File: src/rtl/ddr_init_seq_if.sv
// DFI command and levelling-handshake signals between the init sequencer and the PHY side.
interface ddr_init_seq_if #(
  parameter int NUM_RANKS = 2,
  parameter int ADDR_W    = 16,
  parameter int BANK_W    = 3
);
  logic [ADDR_W-1:0]    dfi_address;
  logic [BANK_W-1:0]    dfi_bank;
  logic                 dfi_ras_n;
  logic                 dfi_cas_n;
  logic                 dfi_we_n;
  logic [NUM_RANKS-1:0] dfi_cs_n;
  logic [NUM_RANKS-1:0] dfi_cke;
  logic [NUM_RANKS-1:0] dfi_odt;
  logic                 dfi_reset_n;
  logic                 dfi_wrlvl_en;
  logic                 dfi_wrlvl_resp;
  logic                 dfi_rdlvl_en;
  logic                 dfi_rdlvl_resp;

  modport master (
    output dfi_address, dfi_bank, dfi_ras_n, dfi_cas_n, dfi_we_n,
    output dfi_cs_n, dfi_cke, dfi_odt, dfi_reset_n,
    output dfi_wrlvl_en, dfi_rdlvl_en,
    input  dfi_wrlvl_resp, dfi_rdlvl_resp
  );

  modport slave (
    input  dfi_address, dfi_bank, dfi_ras_n, dfi_cas_n, dfi_we_n,
    input  dfi_cs_n, dfi_cke, dfi_odt, dfi_reset_n,
    input  dfi_wrlvl_en, dfi_rdlvl_en,
    output dfi_wrlvl_resp, dfi_rdlvl_resp
  );
endinterface

File: src/rtl/ddr_init_seq.sv
// DDR3 power-up sequencer: reset/CKE timing, per-rank MRS and ZQCL, then optional
// write/read levelling handshakes. Outputs are registered from the next-state decode.
module ddr_init_seq #(
  parameter int NUM_RANKS   = 2,
  parameter int ADDR_W      = 16,
  parameter int BANK_W      = 3,
  parameter int CNT_W       = 16,
  parameter int LVL_TIMEOUT = 4096
) (
  input  logic                core_clk,
  input  logic                core_rst,
  input  logic                init_start,
  input  logic [1:0]          lvl_en,
  input  logic [CNT_W-1:0]    t_init0,
  input  logic [CNT_W-1:0]    t_init1,
  input  logic [CNT_W-1:0]    t_xpr,
  input  logic [CNT_W-1:0]    t_mrd,
  input  logic [CNT_W-1:0]    t_mod,
  input  logic [CNT_W-1:0]    t_zqinit,
  input  logic [4*ADDR_W-1:0] mr_val,
  ddr_init_seq_if.master      dfi,
  output logic                init_done,
  output logic [1:0]          init_error
);
  localparam int TO_W = $clog2(LVL_TIMEOUT + 1);
  localparam int RK_W = (NUM_RANKS > 1) ? $clog2(NUM_RANKS) : 1;

  typedef enum logic [3:0] {
    S_IDLE, S_RST_LOW, S_CKE_LOW, S_XPR, S_MRS, S_MRS_WAIT,
    S_ZQCL, S_ZQ_WAIT, S_WL, S_RL, S_DONE
  } state_t;

  state_t              state, state_nxt;
  logic [RK_W-1:0]     rank, rank_nxt;
  logic [1:0]          mr_idx, mr_nxt;
  logic [CNT_W-1:0]    cnt;
  logic [TO_W-1:0]     tcnt;
  logic                clr;
  logic [1:0]          err_nxt;

  logic                rst_n_d, wl_d, rl_d, done_d;
  logic [NUM_RANKS-1:0] cke_d, cs_d;
  logic [2:0]          cmd_d;
  logic [BANK_W-1:0]   bank_d;
  logic [ADDR_W-1:0]   addr_d;

  // Duration minus one, with a zero duration behaving as one cycle.
  function automatic logic [CNT_W-1:0] eff_m1(input logic [CNT_W-1:0] t);
    return (t == '0) ? '0 : t - 1'b1;
  endfunction

  logic             last_rank, to_hit;
  logic [CNT_W-1:0] mrs_gap_m1;
  assign last_rank  = (rank == RK_W'(NUM_RANKS - 1));
  assign to_hit     = (tcnt == TO_W'(LVL_TIMEOUT - 1));
  assign mrs_gap_m1 = (mr_idx == 2'd0) ? eff_m1(t_mod) : eff_m1(t_mrd);

  // State register; cnt runs from each command cycle through its wait state.
  always_ff @(posedge core_clk) begin
    if (core_rst) begin
      state            <= S_IDLE;
      rank             <= '0;
      mr_idx           <= '0;
      cnt              <= '0;
      tcnt             <= '0;
      dfi.dfi_reset_n  <= 1'b0;
      dfi.dfi_cke      <= '0;
      dfi.dfi_cs_n     <= '1;
      dfi.dfi_ras_n    <= 1'b1;
      dfi.dfi_cas_n    <= 1'b1;
      dfi.dfi_we_n     <= 1'b1;
      dfi.dfi_bank     <= '0;
      dfi.dfi_address  <= '0;
      dfi.dfi_odt      <= '0;
      dfi.dfi_wrlvl_en <= 1'b0;
      dfi.dfi_rdlvl_en <= 1'b0;
      init_done        <= 1'b0;
      init_error       <= '0;
    end else begin
      state  <= state_nxt;
      rank   <= rank_nxt;
      mr_idx <= mr_nxt;
      cnt    <= clr ? '0 : ((cnt == '1) ? cnt : cnt + 1'b1);
      tcnt   <= clr ? '0 : ((tcnt == '1) ? tcnt : tcnt + 1'b1);
      dfi.dfi_reset_n  <= rst_n_d;
      dfi.dfi_cke      <= cke_d;
      dfi.dfi_cs_n     <= cs_d;
      {dfi.dfi_ras_n, dfi.dfi_cas_n, dfi.dfi_we_n} <= cmd_d;
      dfi.dfi_bank     <= bank_d;
      dfi.dfi_address  <= addr_d;
      dfi.dfi_odt      <= '0;
      dfi.dfi_wrlvl_en <= wl_d;
      dfi.dfi_rdlvl_en <= rl_d;
      init_done        <= done_d;
      init_error       <= err_nxt;
    end
  end

  always_comb begin
    state_nxt = state;
    rank_nxt  = rank;
    mr_nxt    = mr_idx;
    clr       = 1'b0;
    err_nxt   = init_error;
    case (state)
      S_IDLE: if (init_start) begin
        state_nxt = S_RST_LOW;
        clr       = 1'b1;
      end
      S_RST_LOW: if (cnt == eff_m1(t_init0)) begin
        state_nxt = S_CKE_LOW;
        clr       = 1'b1;
      end
      S_CKE_LOW: if (cnt == eff_m1(t_init1)) begin
        state_nxt = S_XPR;
        clr       = 1'b1;
      end
      S_XPR: if (cnt == eff_m1(t_xpr)) begin
        state_nxt = S_MRS;
        rank_nxt  = '0;
        mr_nxt    = 2'd2;
        clr       = 1'b1;
      end
      S_MRS, S_MRS_WAIT: begin
        state_nxt = S_MRS_WAIT;
        if (cnt == mrs_gap_m1) begin
          state_nxt = S_MRS;
          clr       = 1'b1;
          case (mr_idx)
            2'd2: mr_nxt = 2'd3;
            2'd3: mr_nxt = 2'd1;
            2'd1: mr_nxt = 2'd0;
            default: begin
              mr_nxt = 2'd2;
              if (last_rank) begin
                state_nxt = S_ZQCL;
                rank_nxt  = '0;
              end else begin
                rank_nxt = rank + 1'b1;
              end
            end
          endcase
        end
      end
      S_ZQCL, S_ZQ_WAIT: begin
        state_nxt = S_ZQ_WAIT;
        if (cnt == eff_m1(t_zqinit)) begin
          clr = 1'b1;
          if (last_rank) begin
            rank_nxt  = '0;
            state_nxt = lvl_en[0] ? S_WL : (lvl_en[1] ? S_RL : S_DONE);
          end else begin
            rank_nxt  = rank + 1'b1;
            state_nxt = S_ZQCL;
          end
        end
      end
      // A response on the expiry cycle wins over the timeout.
      S_WL: if (dfi.dfi_wrlvl_resp || to_hit) begin
        state_nxt = lvl_en[1] ? S_RL : S_DONE;
        clr       = 1'b1;
        if (!dfi.dfi_wrlvl_resp) err_nxt[0] = 1'b1;
      end
      S_RL: if (dfi.dfi_rdlvl_resp || to_hit) begin
        state_nxt = S_DONE;
        clr       = 1'b1;
        if (!dfi.dfi_rdlvl_resp) err_nxt[1] = 1'b1;
      end
      S_DONE: if (init_start) begin
        state_nxt = S_RST_LOW;
        clr       = 1'b1;
        err_nxt   = '0;
      end
      default: state_nxt = S_IDLE;
    endcase
  end

  always_comb begin
    rst_n_d = 1'b0;
    cke_d   = '0;
    cs_d    = '1;
    cmd_d   = 3'b111;
    bank_d  = '0;
    addr_d  = '0;
    wl_d    = 1'b0;
    rl_d    = 1'b0;
    done_d  = 1'b0;
    case (state_nxt)
      S_IDLE, S_RST_LOW: ;
      S_CKE_LOW: rst_n_d = 1'b1;
      default: begin
        rst_n_d = 1'b1;
        cke_d   = '1;
      end
    endcase
    case (state_nxt)
      S_MRS: begin
        cs_d[rank_nxt] = 1'b0;
        cmd_d          = 3'b000;
        bank_d         = BANK_W'(mr_nxt);
        addr_d         = mr_val[int'(mr_nxt)*ADDR_W +: ADDR_W];
      end
      S_ZQCL: begin
        cs_d[rank_nxt] = 1'b0;
        cmd_d          = 3'b110;
        addr_d[10]     = 1'b1;
      end
      S_WL:   wl_d   = 1'b1;
      S_RL:   rl_d   = 1'b1;
      S_DONE: done_d = 1'b1;
      default: ;
    endcase
  end
endmodule

File: src/flat_wrapper.sv
// flat-port wrapper written by rule: the top's interface ports become plain ports
module ddr_init_seq_flat 
#(
  parameter int NUM_RANKS   = 2,
  parameter int ADDR_W      = 16,
  parameter int BANK_W      = 3,
  parameter int CNT_W       = 16,
  parameter int LVL_TIMEOUT = 4096
)
  (core_clk, core_rst, init_start, lvl_en, t_init0, t_init1, t_xpr, t_mrd, t_mod, t_zqinit, mr_val, init_done, init_error, dfi_dfi_address, dfi_dfi_bank, dfi_dfi_ras_n, dfi_dfi_cas_n, dfi_dfi_we_n, dfi_dfi_cs_n, dfi_dfi_cke, dfi_dfi_odt, dfi_dfi_reset_n, dfi_dfi_wrlvl_en, dfi_dfi_rdlvl_en, dfi_dfi_wrlvl_resp, dfi_dfi_rdlvl_resp);
  ddr_init_seq_if #(.NUM_RANKS(NUM_RANKS), .ADDR_W(ADDR_W), .BANK_W(BANK_W)) dfi_i ();
  input  logic core_clk;
  input  logic core_rst;
  input  logic init_start;
  input  logic [1:0] lvl_en;
  input  logic [CNT_W-1:0] t_init0;
  input  logic [CNT_W-1:0] t_init1;
  input  logic [CNT_W-1:0] t_xpr;
  input  logic [CNT_W-1:0] t_mrd;
  input  logic [CNT_W-1:0] t_mod;
  input  logic [CNT_W-1:0] t_zqinit;
  input  logic [4*ADDR_W-1:0] mr_val;
  output logic init_done;
  output logic [1:0] init_error;
  output wire logic [$bits(dfi_i.dfi_address)-1:0] dfi_dfi_address;
  output wire logic [$bits(dfi_i.dfi_bank)-1:0] dfi_dfi_bank;
  output wire logic [$bits(dfi_i.dfi_ras_n)-1:0] dfi_dfi_ras_n;
  output wire logic [$bits(dfi_i.dfi_cas_n)-1:0] dfi_dfi_cas_n;
  output wire logic [$bits(dfi_i.dfi_we_n)-1:0] dfi_dfi_we_n;
  output wire logic [$bits(dfi_i.dfi_cs_n)-1:0] dfi_dfi_cs_n;
  output wire logic [$bits(dfi_i.dfi_cke)-1:0] dfi_dfi_cke;
  output wire logic [$bits(dfi_i.dfi_odt)-1:0] dfi_dfi_odt;
  output wire logic [$bits(dfi_i.dfi_reset_n)-1:0] dfi_dfi_reset_n;
  output wire logic [$bits(dfi_i.dfi_wrlvl_en)-1:0] dfi_dfi_wrlvl_en;
  output wire logic [$bits(dfi_i.dfi_rdlvl_en)-1:0] dfi_dfi_rdlvl_en;
  input wire logic [$bits(dfi_i.dfi_wrlvl_resp)-1:0] dfi_dfi_wrlvl_resp;
  input wire logic [$bits(dfi_i.dfi_rdlvl_resp)-1:0] dfi_dfi_rdlvl_resp;
  assign dfi_dfi_address = dfi_i.dfi_address;
  assign dfi_dfi_bank = dfi_i.dfi_bank;
  assign dfi_dfi_ras_n = dfi_i.dfi_ras_n;
  assign dfi_dfi_cas_n = dfi_i.dfi_cas_n;
  assign dfi_dfi_we_n = dfi_i.dfi_we_n;
  assign dfi_dfi_cs_n = dfi_i.dfi_cs_n;
  assign dfi_dfi_cke = dfi_i.dfi_cke;
  assign dfi_dfi_odt = dfi_i.dfi_odt;
  assign dfi_dfi_reset_n = dfi_i.dfi_reset_n;
  assign dfi_dfi_wrlvl_en = dfi_i.dfi_wrlvl_en;
  assign dfi_dfi_rdlvl_en = dfi_i.dfi_rdlvl_en;
  assign dfi_i.dfi_wrlvl_resp = dfi_dfi_wrlvl_resp;
  assign dfi_i.dfi_rdlvl_resp = dfi_dfi_rdlvl_resp;
  ddr_init_seq #(.NUM_RANKS(NUM_RANKS), .ADDR_W(ADDR_W), .BANK_W(BANK_W), .CNT_W(CNT_W), .LVL_TIMEOUT(LVL_TIMEOUT)) u_core (.core_clk(core_clk), .core_rst(core_rst), .init_start(init_start), .lvl_en(lvl_en), .t_init0(t_init0), .t_init1(t_init1), .t_xpr(t_xpr), .t_mrd(t_mrd), .t_mod(t_mod), .t_zqinit(t_zqinit), .mr_val(mr_val), .dfi(dfi_i), .init_done(init_done), .init_error(init_error));
endmodule
File: config.mk
export PLATFORM = sky130hd
export DESIGN_NAME = ddr_init_seq_flat
export DESIGN_NICKNAME = d
export VERILOG_FILES = /design/src/rtl/ddr_init_seq_if.sv /design/src/rtl/ddr_init_seq.sv /design/src/flat_wrapper.sv
export SDC_FILE = /design/constraint.sdc
export NUM_CORES = 1
export LEC_CHECK = 0
export BUFFER_PORTS_ARGS = -buffer_cell sky130_fd_sc_hd__buf_2
export CAP_MARGIN = 20
export CORE_ASPECT_RATIO = 1.75
export CORE_UTILIZATION = 50
export DETAILED_ROUTE_END_ITERATION = 10
export GPL_TIMING_DRIVEN = 0
export PLACE_DENSITY = 0.8
export SLEW_MARGIN = 10
export SYNTH_ARGS = -nofsm -noshare
export SYNTH_HDL_FRONTEND = slang
export SYNTH_SLANG_ARGS = --single-unit
File: constraint.sdc
create_clock -name core_clk -period 4.23 [get_ports core_clk]
set_input_delay 1.0575 -clock core_clk [delete_from_list [all_inputs] [get_ports core_clk]]
set_output_delay 1.0575 -clock core_clk [all_outputs]
set_load 0.03 [all_outputs]
==> results.ini <==
[synthesis]
synth_top_family_by_area = simple AND/OR/NAND/NOR gates
synth.area.mux_share_pct = 3.97
synth.avg_cell_area_um2 = 6.99
synth-simple-area-share_pct = 35.1
ys_top_cells_by_area = dfxtp_1 17%, xnor2_1 7.1%, xor2_1 5.8%
yosysSeqAreaShare_pct = 16.6
ys.flop_type = dfxtp_1
synthArstFlopShare_pct = 0
synth.distinct_cells = 78
netlist_instances = 1123
synth.cell_area_um2 = 7860
synth_largest_area_cell = dfxtp_1
synth_edf_count = 0
yosys_register_bits = 65
synth_compound_area_share_pct = 22.1
synth_warnings = 0
synth-adder-area-share_pct = 1.91
netlist.area_leader.share_pct = 16.6
synth_xor_area_share_pct = 13.2

[worst_hold_path]
worstHoldStart = u_core.init_error[1]
hold_class = flip-flop to flip-flop

[setup_path]
r2r-start = u_core.mr_idx[0]
end_kind = flip-flop
critPathMaxFanout = 5
required_ns = 4.51
startpoint_type = primary input
startpoint = t_init0[5]
crit_family = simple AND/OR/NAND/NOR gates
cp_slowest_cell = or4_4
cp.arrival_ns = 4.66
max_stage_delay_ns = 0.53
worst-setup-path-type = primary input to flip-flop
worstPathCellList = buf_8 -> or4_4 -> or3_4 -> or4_4 -> mux2i_4 -> xor2_1 -> nand4_1 -> nor4_4 -> buf_4 -> nor3b_2 -> a21oi_2 -> nor3_2 -> nor4_2 -> buf_4 -> and3_1
path_buf_inv = 3

[grt]
grt_pass1_vias = 9574
grt_pass1_wl_mm = 43.3
grt_max_degree = 15
grt_usage_pct = 31.9
grt-ovfl-total = 0
antenna_found_initial = 0

[floorplanning]
rows = 60
dieWidth_um = 96.7
fp.dieArea_um2 = 16200
core_um2 = 15400
die_h_um = 168
initial_utilization_pct = 51.0
ios = 201

[timing]
slew_violations = 0
fin_crit_sh_pct = 103
setup_viol = 20
tightestPinTransition_ns = 0.807
clock_skew_ns = 0.00911
setup_ws_ns = -0.144
hold_violations = 0
rsz0062_at_grt = yes
slew_headroom_pct = 45.7
fmax_ghz = 0.229
min_period_ns = 4.37

[placement]
post-place-ws_ns = -1.33
io_buffers = 195
detailed_place_hpwl_mm = 20.9
gp_congestion = 0.954

[clocking]
clock-sinks = 65
numCtsBuffers = 9
root_buffer = clkbuf_16
cts_tree = done
clockBufferDepth = 2
insertion_delay_ns = 0.34
cts.htree.levels = 3
clk_pin_slew_ns = 0.06

[finish]
antennaDiodeCount = 0
drive_above_1_share_pct = 28.8
layout.nets = 1549
final_cell_mix = 191 x buf_2, 105 x nor2_1, 90 x nand2_1
final_common_cell = buf_2
syn_to_final_growth_pct = 32.7
final_core_util_pct = 67.7

[power]
ir_drop_mv = 0.153
power.leakage_nw = 4.02
total_power_w = 0.00187
powerDensity_nw_per_um2 = 180

[route]
first_pass_iters = 7
ant_nets = 0
via_per_inst = 6.35
wl_per_cell_um = 17.9
wirelength_mm = 27.9
num_vias = 9909
route.detailed.drc = 0
drt_iter0_drc = 556

[run_status]
violations = setup timing
outcome = finished with violations

[job]
max_cap_viol_count = 0

-- logic make-up (layout without fill, tap and decap cells) --
| logic type | count (synthesis) | in the layout |
|---|---|---|
| xor gates and xnor gates | 117 | 117 |
| buffers and inverters | 125 | 375 |
| and+or+nand+nor | 518 | 518 |
| DFF | 65 | 65 |
| muxes | 31 | 31 |
| other | 1 | 3 |
| adders and majority gates | 12 | 12 |
| AOI/OAI and AO/OA | 254 | 254 |
-- metrics by stage --
step / cells / instance area [um^2] / TNS, ns / hold WS, ns
detailed placement: 1506 / 9180 / -53.29 / 0.462
global route: 1561 / 10400 / -3.43 / 0.525
finish: 1561 / 10400 / -1.61 / 0.473
global placement: 1506 / 9180 / -48.33 / 0.452
CTS: 1539 / 9870 / 0 / 0.478
floorplan: 1125 / 7970 / -0.478 / 0.463
-- worst paths after layout --
path | end | slack, ns | cells past startpoint
worst max-delay path | u_core.dfi.dfi_wrlvl_en | -0.14 | 15
worst min-delay path | u_core.init_error[1] | 0.47 | 2
worst max register to register | u_core.dfi.dfi_address[9] | 0.04 | 16
worst min register to register | u_core.init_error[1] | 0.47 | 2
-- power by group --
group | internal (W) | leakage (nW) | switching (W) | total [W]
sequential | 0.000616 | 0.525 | 0.00000344 | 0.000620
clock | 0.000462 | 0.144 | 0.000312 | 0.000774
combinational | 0.000210 | 3.35 | 0.000269 | 0.000479
total | 0.00129 | 4.02 | 0.000584 | 0.00187
-- flip-flops by register name, summed over array words and instances (netlist names) --
signal	cells
u_core.dfi.dfi_reset_n	1
u_core.state	4
u_core.last_rank	1
u_core.tcnt	13
u_core.dfi.dfi_address	16
u_core.cnt	16
u_core.dfi.dfi_cs_n	2
u_core.dfi.dfi_ras_n	1
u_core.dfi.dfi_bank	2
u_core.dfi.dfi_rdlvl_en	1
u_core.init_error	2
u_core.mr_idx	2
u_core.init_done	1
u_core.dfi.dfi_wrlvl_en	1
u_core.dfi.dfi_we_n	1
u_core.dfi.dfi_cke	1
-- repair_timing --
action	CTS	global route
hold buffers	0	0
setup buffers	22	21
cloned	1	3
endpoints found under the setup margin	61	48
pin swaps	27	39
gates resized for setup	57	89
-- metal layers --
metal  up-vias  routed length, um  track usage, %
li1       4648                  -               -
met1      4585               9430            29.8
met2       502              14900            61.2
met3       174               1560            4.52
met4         0               2050            24.7
met5         -                  0               0
-- layout make-up --
type	count	area [um^2]
multi-input combinational	935	6530
clock buffer	9	225
tap	186	233
sequential	65	1300
timing repair buffer	242	1440
inverter	47	176
fill	1297	4970
buffer	70	440
clock inverter	7	78.8
-- worst register-to-register path: cells and delay by family, from the launching register on --
kind | cells | cell delay [ns]
AOI/OAI and AO/OA | 4 | 0.54
xor gates and xnor gates | 1 | 0.15
DFF | 1 | 0.44
buffers and inverters | 5 | 1.25
and+or+nand+nor | 6 | 1.71
-- synth_stat cells (all sizes together) (5+ instances only) --
| cell type | count |
|---|---|
| or2 | 7 |
| nor4 | 45 |
| xor2 | 52 |
| nand2b | 14 |
| buf | 30 |
| nor2 | 111 |
| or4 | 21 |
| nor2b | 10 |
| ha | 12 |
| nand3 | 50 |
| clkbuf | 48 |
| o22a | 16 |
| o32ai | 7 |
| o31ai | 14 |
| and2 | 5 |
| a211oi | 13 |
| mux2i | 30 |
| o22ai | 10 |
| o41ai | 5 |
| o21a | 5 |
| or3 | 13 |
| o21bai | 5 |
| xnor2 | 64 |
| a21oi | 52 |
| nor3 | 61 |
| o21ai | 46 |
| and3 | 25 |
| dfxtp | 65 |
| nand2 | 93 |
| a2bb2oi | 16 |
| a211o | 6 |
| inv | 46 |
| nand4 | 25 |
| a221oi | 8 |
| a31oi | 22 |
| nor4b | 11 |
Note: power is estimated with default switching activity, not from simulation.
